`config.mk`:
```
export PLATFORM = sky130hd
export DESIGN_NAME = led_rgb_driver_flat
export DESIGN_NICKNAME = d
export VERILOG_FILES = /design/src/rtl/led_rgb_driver_if.sv /design/src/rtl/led_rgb_driver.sv /design/src/flat_wrapper.sv
export SDC_FILE = /design/constraint.sdc
export NUM_CORES = 1
export LEC_CHECK = 0
export BUFFER_PORTS_ARGS = -buffer_cell sky130_fd_sc_hd__buf_2
export CAP_MARGIN = 20
export CORE_UTILIZATION = 58
export CTS_CLUSTER_SIZE = 20
export DETAILED_ROUTE_END_ITERATION = 8
export PLACE_DENSITY = 0.8
export SLEW_MARGIN = 5
export SYNTH_ARGS = -nofsm -noshare
export SYNTH_HDL_FRONTEND = slang
export SYNTH_SLANG_ARGS = --single-unit
```
`constraint.sdc`:
```
create_clock -name clk -period 2.9 [get_ports clk]
set_input_delay 0.58 -clock clk [delete_from_list [all_inputs] [get_ports clk]]
set_output_delay 0.58 -clock clk [all_outputs]
set_load 0.01 [all_outputs]
```
`src/rtl/led_rgb_driver_if.sv`:
```
// rtl/led_rgb_driver_if.sv - sequencer-to-RGB-driver signal bundle
//
// Purpose: groups the colour/fade request from the LED sequencer and the
// PWM pin drives plus busy status returned by the RGB driver.
// Signals:
//   colour  [2:0] colour code from sequencer
//   fade_en       1 = ramp duties, 0 = jump at next period boundary
//   led_r/g/b     PWM pin drives, active high
//   busy          high while any channel duty differs from its target
// Modports: master = sequencer side, slave = driver side.

interface led_rgb_driver_if;
  logic [2:0] colour;
  logic       fade_en;
  logic       led_r;
  logic       led_g;
  logic       led_b;
  logic       busy;

  modport master (
    output colour, fade_en,
    input  led_r, led_g, led_b, busy
  );

  modport slave (
    input  colour, fade_en,
    output led_r, led_g, led_b, busy
  );
endinterface

```
`src/rtl/led_rgb_driver.sv`:
```
// rtl/led_rgb_driver.sv - colour-code decoder with fading three-channel PWM
//
// Purpose: registers the 3-bit colour code, decodes it into per-channel
// on/off targets and drives three PWM pins. Duty registers only move on the
// last cycle of a PWM period, either jumping to target or ramping by STEP.
// Ports:
//   clk   system clock, rising edge
//   rst   asynchronous active-low reset
//   bus   led_rgb_driver_if.slave: colour, fade_en in; led_r/g/b, busy out

module led_rgb_driver #(
  parameter int PWM_BITS = 8,
  parameter int MAX_DUTY = (1 << PWM_BITS) - 1,
  parameter int STEP     = 16
) (
  input  logic                clk,
  input  logic                rst,
  led_rgb_driver_if.slave     bus
);

  localparam logic [PWM_BITS-1:0] FULL_SCALE = '1;
  localparam logic [PWM_BITS-1:0] ON_DUTY    = PWM_BITS'(MAX_DUTY);
  localparam logic [PWM_BITS:0]   STEP_W     = (PWM_BITS+1)'(STEP);

  logic [2:0]          colour_q;
  logic [PWM_BITS-1:0] pwm_cnt_q;
  logic [PWM_BITS-1:0] duty_q   [3];
  logic [PWM_BITS-1:0] duty_d   [3];
  logic [PWM_BITS-1:0] target   [3];
  logic [2:0]          chan_on;
  logic [2:0]          led_q;
  logic                busy_q;
  logic                boundary;

  // Channel index 0 = red, 1 = green, 2 = blue. The valid codes map bit-for-bit
  // onto {B,G,R}; only 111 breaks that and is treated as all off.
  assign chan_on  = (colour_q == 3'b111) ? 3'b000 : colour_q;
  assign boundary = (pwm_cnt_q == FULL_SCALE);

  always_comb begin
    logic [PWM_BITS:0] gap;
    gap = '0;
    for (int c = 0; c < 3; c++) begin
      target[c] = chan_on[c] ? ON_DUTY : '0;
      duty_d[c] = duty_q[c];
      if (boundary) begin
        if (!bus.fade_en) begin
          duty_d[c] = target[c];
        end else if (duty_q[c] < target[c]) begin
          // Distance to target in one extra bit so the step can never wrap.
          gap = {1'b0, target[c]} - {1'b0, duty_q[c]};
          duty_d[c] = (gap > STEP_W) ? duty_q[c] + STEP_W[PWM_BITS-1:0] : target[c];
        end else if (duty_q[c] > target[c]) begin
          gap = {1'b0, duty_q[c]} - {1'b0, target[c]};
          duty_d[c] = (gap > STEP_W) ? duty_q[c] - STEP_W[PWM_BITS-1:0] : target[c];
        end
      end
    end
  end

  always_ff @(posedge clk or negedge rst) begin
    if (!rst) begin
      colour_q  <= 3'b000;
      pwm_cnt_q <= '0;
      led_q     <= 3'b000;
      busy_q    <= 1'b0;
      for (int c = 0; c < 3; c++) duty_q[c] <= '0;
    end else begin
      colour_q  <= bus.colour;
      pwm_cnt_q <= pwm_cnt_q + 1'b1;
      busy_q    <= (duty_q[0] != target[0]) | (duty_q[1] != target[1]) |
                   (duty_q[2] != target[2]);
      for (int c = 0; c < 3; c++) begin
        duty_q[c] <= duty_d[c];
        // Full-scale is forced on; a plain compare would leave a 1-cycle gap.
        led_q[c]  <= (duty_q[c] == FULL_SCALE) | (pwm_cnt_q < duty_q[c]);
      end
    end
  end

  assign bus.led_r = led_q[0];
  assign bus.led_g = led_q[1];
  assign bus.led_b = led_q[2];
  assign bus.busy  = busy_q;

endmodule

```
`src/flat_wrapper.sv`:
```
// flat-port wrapper written by rule: the top's interface ports become plain ports
module led_rgb_driver_flat 
#(
  parameter int PWM_BITS = 8,
  parameter int MAX_DUTY = (1 << PWM_BITS) - 1,
  parameter int STEP     = 16
)
  (clk, rst, bus_colour, bus_fade_en, bus_led_r, bus_led_g, bus_led_b, bus_busy);
  led_rgb_driver_if bus_i ();
  input  logic clk;
  input  logic rst;
  input wire logic [$bits(bus_i.colour)-1:0] bus_colour;
  input wire logic [$bits(bus_i.fade_en)-1:0] bus_fade_en;
  output wire logic [$bits(bus_i.led_r)-1:0] bus_led_r;
  output wire logic [$bits(bus_i.led_g)-1:0] bus_led_g;
  output wire logic [$bits(bus_i.led_b)-1:0] bus_led_b;
  output wire logic [$bits(bus_i.busy)-1:0] bus_busy;
  assign bus_i.colour = bus_colour;
  assign bus_i.fade_en = bus_fade_en;
  assign bus_led_r = bus_i.led_r;
  assign bus_led_g = bus_i.led_g;
  assign bus_led_b = bus_i.led_b;
  assign bus_busy = bus_i.busy;
  led_rgb_driver #(.PWM_BITS(PWM_BITS), .MAX_DUTY(MAX_DUTY), .STEP(STEP)) u_core (.clk(clk), .rst(rst), .bus(bus_i));
endmodule
```
-- Word level (Yosys, flattened, before mapping)
Cells that the tools add are included.
- bits of input ports: 6
- register bits: 39
- latch bits: 0
- ROM bits: 0
- memories kept: 0
- memory bits (writable): 0
- word-level logic and storage cells: 73
- output and inout port bits: 4
- multipliers: 0
- order comparisons: 15
- muxes and demuxes: 19
- $add $sub $neg: 13
- reductions and logical operators: 3
- divide/modulo/power cells: 0
- bitwise operators: 5
- shift operators: 0
- equal/unequal tests: 11
- operator list (cell ; number):
    $mux 8 ; 18
    $gt 9x5->1 const B ; 6
    $sub 8x8->9 ; 6
    $lt 8x8->1 ; 6
    $eq 8x8->1 const B ; 4
    $add 8x5->8 const B ; 3
    $gt 8x8->1 ; 3
    $ne 8x8->1 ; 3
    $sub 8x5->8 const B ; 3
    $ne 3x1->1 const B ; 3
    $add 8x1->8 const B ; 1
    $reduce_and 2->1 ; 3
    $or 1x1->1 ; 5
    $eq 3x3->1 const B ; 1
    $mux 3 ; 1

-- Depth between registers and ports, before layout
Gate-level depths: netlist of the first run.
- depth in word-level cells: 9
- mapped depth: 13
- depth with buffers taken out: 12

-- Worst setup path after synthesis of the first run
No wires, ideal clock.
- kind: register to register
- start point: register u_core.colour_q[2]
- end point: register u_core.duty_q[21] in the netlist's numbering
- stages on the path, launching flop included: 12
- data required time: 2766 ps
- period minus slack after synthesis: 3143 ps
- arrival: 3009 ps
- setup slack: -243 ps
- cells stage by stage: dfrtp_1 -> a21boi_1 -> inv_1 -> ha_1 -> a2111oi_0 -> a21oi_1 -> o22a_1 -> nand4_1 -> o211ai_1 -> a221oi_1 -> a311o_1 -> o21ai_0
- cells in the longest elaborated chain, start to end: 9
- elaborated cells on any way between the ends: 16
- classes of those cells: add/sub (2); order compare (4); eq/ne (2); mux (7); reduce/logical (1)
- ends and longest elaborated chain (item ; RTL line ; text):
    start: declaration ; led_rgb_driver.sv:25 ; logic [2:0] colour_q;
    start signal: assignment ; led_rgb_driver.sv:69 ; colour_q <= bus.colour;
    $eq 3x3->1 * ; led_rgb_driver.sv:37 ; assign chan_on = (colour_q == 3'b111) ? 3'b000 : colour_q;
    $mux 3 * ; led_rgb_driver.sv:37 ;
    $mux 8 * ; led_rgb_driver.sv:44 ; target[c] = chan_on[c] ? ON_DUTY : '0;
    $sub 8x8->9 ; led_rgb_driver.sv:54 ; gap = {1'b0, duty_q[c]} - {1'b0, target[c]};
    $gt 9x5->1 ; led_rgb_driver.sv:55 ; duty_d[c] = (gap > STEP_W) ? duty_q[c] - STEP_W[PWM_BITS-1:0] : target[c];
    $mux 8 ; led_rgb_driver.sv:55 ;
    $mux 8 ; led_rgb_driver.sv:53 ; end else if (duty_q[c] > target[c]) begin
    $mux 8 ; led_rgb_driver.sv:49 ; end else if (duty_q[c] < target[c]) begin
    $mux 8 ; led_rgb_driver.sv:47 ; if (!bus.fade_en) begin
    end signal: indexed assignment ; led_rgb_driver.sv:74 ; duty_q[c] <= duty_d[c];
    end: declaration ; led_rgb_driver.sv:27 ; logic [PWM_BITS-1:0] duty_q [3];
Mark *: on every way between the ends. The rest lies on a longest branch, timed or not. The select of a mux whose other input is x is not followed.
A chain may end at the register's enable or synchronous reset.

-- Worst setup path in the final report of the first run
- start point: register u_core.colour_q[2]
- end point: register u_core.duty_q[14] in the netlist's numbering
The elaborated chain is that of the path after synthesis.

==> flow_summary.ini, run 1 <==
[finish]
drive_gt1_frac = 0.251
area_growth_pct = 20.7
fin_area_sq_mm = 0.00464
final_cell_mix = buf_4, ha_1, inv_1
final_util = 0.727
n_fill_cell = 472
final_common_cell = buf_4
layout.nets = 585
antennaDiodeCount = 0
stdcell_count = 591

[critical_path]
cpMostUsedCell = buf_4
max_stage_delay_ps = 430
required_ps = 3100
crit_path_cell_trace = nand2_1, nand2_2, buf_4, ha_1, a21o_1, a211oi_1, o221ai_1, buf_4, a31oi_1, o221ai_2, a221oi_2
worstSetupEndpointType = register
crit_slowest_cell = dfrtp_1
cp_num_buf_inv = 2
crit_family = compound AO/OA/AOI/OAI gates
crit_arrival_ps = 3180
start_kind = register
crit_type = register to register
crit_fanout = 10

[timing]
final-max-slew-violation-count = 0
worst_pin_slew_ps = 716
fin_crit_sh = 1.03
slew_headroom = 0.523
layout_min_cycle_time_ps = 2980
hold_slack_ps = 338
layout_setup_ws_ps = -83.7
final.setup.tns_ps = -187
timing.fmax_mhz = 335
finalSetupViolations = 4
rsz0062_at_grt = yes
skew_ps = 5.76
finalHoldViolCount = 0

[drt]
dr.pass1.iters = 5
met1_length_um = 4660
wl_met3_um = 802
post_drt_wl_per_cell_um = 18.5
drc = 0
wl_met2_um = 5310
vias = 3950
dr.first_iter.drc_count = 262
highest_layer = met4
routed_wl_um = 10900
viasPerCell = 6.68
antenna_left = 0

[global_route]
antenna_found_initial = 0
grt_usage = 0.307
grt_start_max_net_pins = 31
gr-total-overflow = 0
grt_pass1_vias = 3786
grt_pass1_wl_um = 17600

[worst_hold_path]
hold_path_class = input port to asynchronous set/reset pin

[power_and_ir_drop]
p_leak_nw = 2.15
ir_drop_mv = 0.223
p_per_area_mw_per_mm2 = 284

[cts]
path_clk_slew_ps = 70
clockBufferDepth = 2
numCtsBuffers = 5
htreeDepth = 2
ctsHoldBuffers = 0
clk_latency_ps = 290
cts_root_buf = clkbuf_8
cts.sinks = 30
cts_tree = yes

[place]
dp_hpwl_um = 7920
dp_cells = 577
gp_congestion = 0.924
dpl_cell_area_sq_mm = 0.00429
portBuffers = 9

[floorplanning]
fp.dieH_um = 83.4
dieArea_sq_mm = 0.00696
num_io_pins = 10
coreArea_sq_mm = 0.00639
start_util = 0.602
rows = 29
die_w_um = 83.4

[outcome]
violations = negative setup slack
outcome = finished, violations left

[logic_synthesis]
seq_area_frac_synth = 0.195
netlist-cell-type-count = 78
synth_nets = 525
synth-seq-cells = 30
yosys_warnings = 0
synth_ff_type = dfrtp_1
synth_edf_count = 0
syn_area_sq_mm = 0.00384
async_reset_ff_frac = 1.00
syn_inst = 453
syn_avg_cell_area_sq_um = 8.49

[job]
maxCapViolations = 0
## cells in the mapped netlist (all sizes together) (5+ instances only)
library cell,number,area share
dfrtp,30,0.20
o22ai,6,0.0098
a21o,17,0.033
clkbuf,6,0.011
buf,8,0.016
nand2b,7,0.011
a21oi,25,0.033
nor2,26,0.025
nor3,6,0.0078
o221ai,6,0.015
ha,66,0.21
o211ai,7,0.014
nor2b,6,0.012
a31oi,5,0.0081
inv,32,0.031
nand4,10,0.016
a211oi,7,0.014
xor2,9,0.021
or2,5,0.0088
and3,5,0.0085
xnor2,6,0.014
o21ai,31,0.040
nor3b,5,0.0098
a221oi,5,0.015
nand3,19,0.025
o31ai,6,0.012
nand2,28,0.028
## path summary, 6_finish.rpt
check                                         startpoint                       endpoint  slack, ps  depth (start not counted)
max                         u_core.colour_q[2]$_DFF_PN0_  u_core.duty_q[14]$_DFFE_PN0P_        -80                         11
min reg2reg                u_core.pwm_cnt_q[0]$_DFF_PN0_  u_core.pwm_cnt_q[0]$_DFF_PN0_        570                          1
min in group clk                           bus_colour[0]   u_core.colour_q[0]$_DFF_PN0_        410                          1
max in group asynchronous                            rst  u_core.pwm_cnt_q[4]$_DFF_PN0_       2090                          1
min                                                  rst  u_core.duty_q[21]$_DFFE_PN0P_        340                          1
max reg2reg                 u_core.colour_q[2]$_DFF_PN0_  u_core.duty_q[14]$_DFFE_PN0P_        -80                         11
## metal layers
metal | track usage | vias up
met5 | 0 | -
met1 | 0.409 | 1906
li1 | - | 1844
met4 | 0.0632 | 0
met2 | 0.528 | 175
met3 | 0.0477 | 25
## per-stage QoR
stage / power (mW) / setup slack, ps
floorplan: 0.751 / -25.1
global placement: 0.877 / 63.9
detailed placement: 0.892 / -84.2
CTS: 1.26 / -68.9
global route: 1.38 / -235
finish: 1.32 / -83.7
## timing repair
item | 4_1_cts | 5_1_grt
resized for setup | 12 | 29
cloned | 0 | 0
pin swaps | 8 | 14
buffers inserted | 2 | 4
endpoints found under the setup margin | 9 | 15
## area by class of cell
class                           instances  area [sq um]  share of cell area
Multi-Input combinational cell        377          3080               0.664
Sequential cell                        30           751               0.162
Timing Repair Buffer                   67           497               0.107
Inverter                               32           125              0.0270
Tap cell                               77          96.3              0.0208
Clock buffer                            7          86.3              0.0186
Clock inverter                          1          5.00             0.00108
## worst reg2reg max path, delay by kind of cell (launching register included)
family	cells	cell delay (ps)
buffers and inverters	2	410
flip-flops	1	430
AO/OA/AOI/OAI	6	1640
AND/OR/NAND/NOR	2	180
adder cells (fa/ha/maj)	1	240
## logic make-up (layout without fill, tap and decap cells)
logic type      count (synthesis)  count (layout)  share of synthesized area
simple gates                  135             135                      0.192
buf+inv                        46             107                     0.0583
fa+ha+maj                      66              66                      0.215
xor+xnor                       15              15                     0.0342
mux                             1               1                    0.00260
compound gates                160             160                      0.303
flops                          30              30                      0.195
## state kept, by name, indices dropped and copies added, names as in the netlist
signal            count
u_core.bus.busy       1
u_core.pwm_cnt_q      8
u_core.duty_q        15
u_core.led_q          3
u_core.colour_q       3
## power breakdown
part           switching, mW  total, mW  internal (mW)
clock                  0.167      0.359          0.191
sequential           0.00964      0.437          0.427
combinational          0.291      0.525          0.234
Note: power is estimated with default switching activity, not from simulation.
==> run 2, diff against run 1 <==
--- a/config.mk
+++ b/config.mk
@@ -5,6 +5,7 @@
 export SDC_FILE = /design/constraint.sdc
 export NUM_CORES = 1
 export LEC_CHECK = 0
+export ABC_AREA = 1
 export BUFFER_PORTS_ARGS = -buffer_cell sky130_fd_sc_hd__buf_2
 export CAP_MARGIN = 20
 export CORE_UTILIZATION = 58
==> run 2 against run 1 <==
  * The run ends with design-rule violations left
  * Clock skew rose by 2.3 ps
  * Power fell by 18%
  * Synthesized area grew 2.8%
  * Sequential share of layout area increased by 1.9 points
  * Combinational power fell by 41%
  * Utilization fell by 8.5 points
  * Critical path type unchanged
==> flow_summary.ini, run 2 <==
[outcome]
outcome = finished, violations left
violations = design-rule violations

[finish]
largest_reg_flops = 15
area_growth_pct = 4.84
final_common_cell = nand2_1
layout.nets = 659
regMostFlops = u_core.duty_q
antennaDiodeCount = 0
fin_area_sq_mm = 0.00415
reg_top3 = u_core.duty_q: 15 flops, u_core.pwm_cnt_q: 8 flops
drive_gt1_frac = 0.117
final_cell_mix = nand2_1, inv_1, ha_1

[logic_synthesis]
seq_area_frac_synth = 0.190
synth_ff_type = dfrtp_1
synth_nets = 651
async_reset_ff_frac = 1.00
synthTopCellsByCount = nand2_1, inv_1, ha_1, nand3_1, a21oi_1
syn_area_sq_mm = 0.00395
syn_avg_cell_area_sq_um = 6.83
synth_edf_count = 0
synth_area_leaders = ha_1, dfrtp_1, nand2_1, nand3_1, inv_1
synth-seq-cells = 30
yosys_warnings = 0
yosysTopAreaCellShare = 0.209
syn_inst = 579
synth.largest_area_cell = ha_1
netlist-cell-type-count = 33
synth.most_common_cell = nand2_1

[critical_path]
r2r_end = u_core.duty_q[4]$_DFFE_PN0P_
crit_fanout = 8
r2r_cells = 12
worstSetupEndpointType = register
worst_r2r_startpoint = u_core.colour_q[1]$_DFF_PN0_
cp_num_buf_inv = 3
crit_slowest_cell = ha_1
required_ps = 3060
crit_type = register to register
crit_cells = 12
cp-endpoint = u_core.duty_q[4]$_DFFE_PN0P_
crit_family = simple AND/OR/NAND/NOR gates
crit_arrival_ps = 2780
r2r_slack_ps = 280
crit_path_cell_trace = a21oi_1, inv_1, ha_1, nand2_2, inv_2, nand2_1, nor3_1, nor2_2, o21ai_1, inv_2, nand3_1, o211ai_1
cpMostUsedCell = inv_2
max_stage_delay_ps = 480
startpoint = u_core.colour_q[1]$_DFF_PN0_
start_kind = register

[cts]
path_clk_slew_ps = 70
clk_latency_ps = 280
cts.sinks = 30
clockBufferDepth = 2
ctsResizeCount = 0
post_cts_buffers = 0
cts_root_buf = clkbuf_8
numCtsBuffers = 5
htreeDepth = 2
cts_tree = yes
ctsHoldBuffers = 0

[timing]
layout_setup_ws_ps = 280
finalSetupViolations = 0
layout_min_cycle_time_ps = 2620
slew_headroom = 0.550
skew_ps = 8.02
final.setup.tns_ps = 0
worst_pin_slew_ps = 675
finalHoldViolCount = 0
rsz0062_at_grt = no
final-max-slew-violation-count = 0
timing.fmax_mhz = 382
fin_crit_sh = 0.903

[power_and_ir_drop]
totalPowerFinal_mw = 1.08
p_leak_nw = 2.21
p_per_area_mw_per_mm2 = 261
ir_drop_mv = 0.239

[global_route]
grt_pass1_wl_um = 15600
grt_start_max_net_pins = 31
grt_usage = 0.265
gr-total-overflow = 0
antenna_found_initial = 0
grt_pass1_vias = 3494

[floorplanning]
start_util = 0.612
dieArea_sq_mm = 0.00715
rows = 29
die_w_um = 84.6
coreArea_sq_mm = 0.00646
num_io_pins = 10
fp.dieH_um = 84.6

[drt]
dr.first_iter.drc_count = 225
viasPerCell = 5.78
post_drt_wl_per_cell_um = 14.0
drc = 2
routed_wl_um = 9330
dr.pass1.iters = 7
vias = 3844
antenna_left = 0

[place]
preCtsSetupSlack_ps = 320
dp_hpwl_um = 7380
portBuffers = 9
gp_congestion = 0.985
dpl_cell_area_sq_mm = 0.00405

[job]
maxCapViolations = 0

[worst_hold_path]
hold_path_class = input port to asynchronous set/reset pin
==> run 2: cell count changes in the layout (fill, tap and decap cells not counted), sizes merged, moves of 9 or more <==
cell,before,now
a21o,17,1
nand3,19,68
xor2,9,18
inv,31,84
buf,67,13
a21oi,25,41
nand2,28,159
nand4,10,21
==> run 2: cells by family after synthesis <==
family,after synthesis,share of synthesized area
compound gates,81,0.122
xor+xnor,20,0.0443
fa+ha+maj,66,0.209
buf+inv,97,0.101
flops,30,0.190
simple gates,285,0.334
==> run 2: per-stage QoR <==
stage / hold WS [ps] / utilization / instances
after floorplan: 284 / - / 579
after global placement: 506 / 0.628 / 657
after detailed placement: 508 / 0.628 / 657
after CTS: 356 / 0.642 / 665
after global routing: 382 / 0.642 / 665
final: 321 / 0.642 / 665
==> run 2: per-layer routing <==
layer,global-route usage,wire length (um)
met1,0.373,4410
met5,0,0
met4,0.0555,107
met2,0.432,4220
met3,0.0393,591
==> run 2: worst min-delay path by stage <==
stage / from / to
2_1_floorplan: rst / u_core.bus.busy$_DFF_PN0_
3_3_place_gp: u_core.pwm_cnt_q[0]$_DFF_PN0_ / u_core.pwm_cnt_q[0]$_DFF_PN0_
3_5_place_dp: u_core.pwm_cnt_q[0]$_DFF_PN0_ / u_core.pwm_cnt_q[0]$_DFF_PN0_
4_1_cts: rst / u_core.duty_q[7]$_DFFE_PN0P_
5_1_grt: rst / u_core.duty_q[7]$_DFFE_PN0P_
6_report: rst / u_core.duty_q[7]$_DFFE_PN0P_
==> run 2: area by class of cell <==
cell class,count,area [sq um]
clock buffers,7,86.3
repair buffers,13,75.1
clock inverters,1,5.00
inverters,85,327
fillers,574,2310
well taps,77,96.3
multi-input cells,452,2810
flip-flops and latches,30,751
==> run 2: where the power goes <==
part           internal, mW  total [mW]  switching (mW)
Combinational         0.102       0.312           0.210
Clock                 0.191       0.346           0.155
Sequential            0.421       0.422         0.00152
Total                 0.714        1.08           0.367
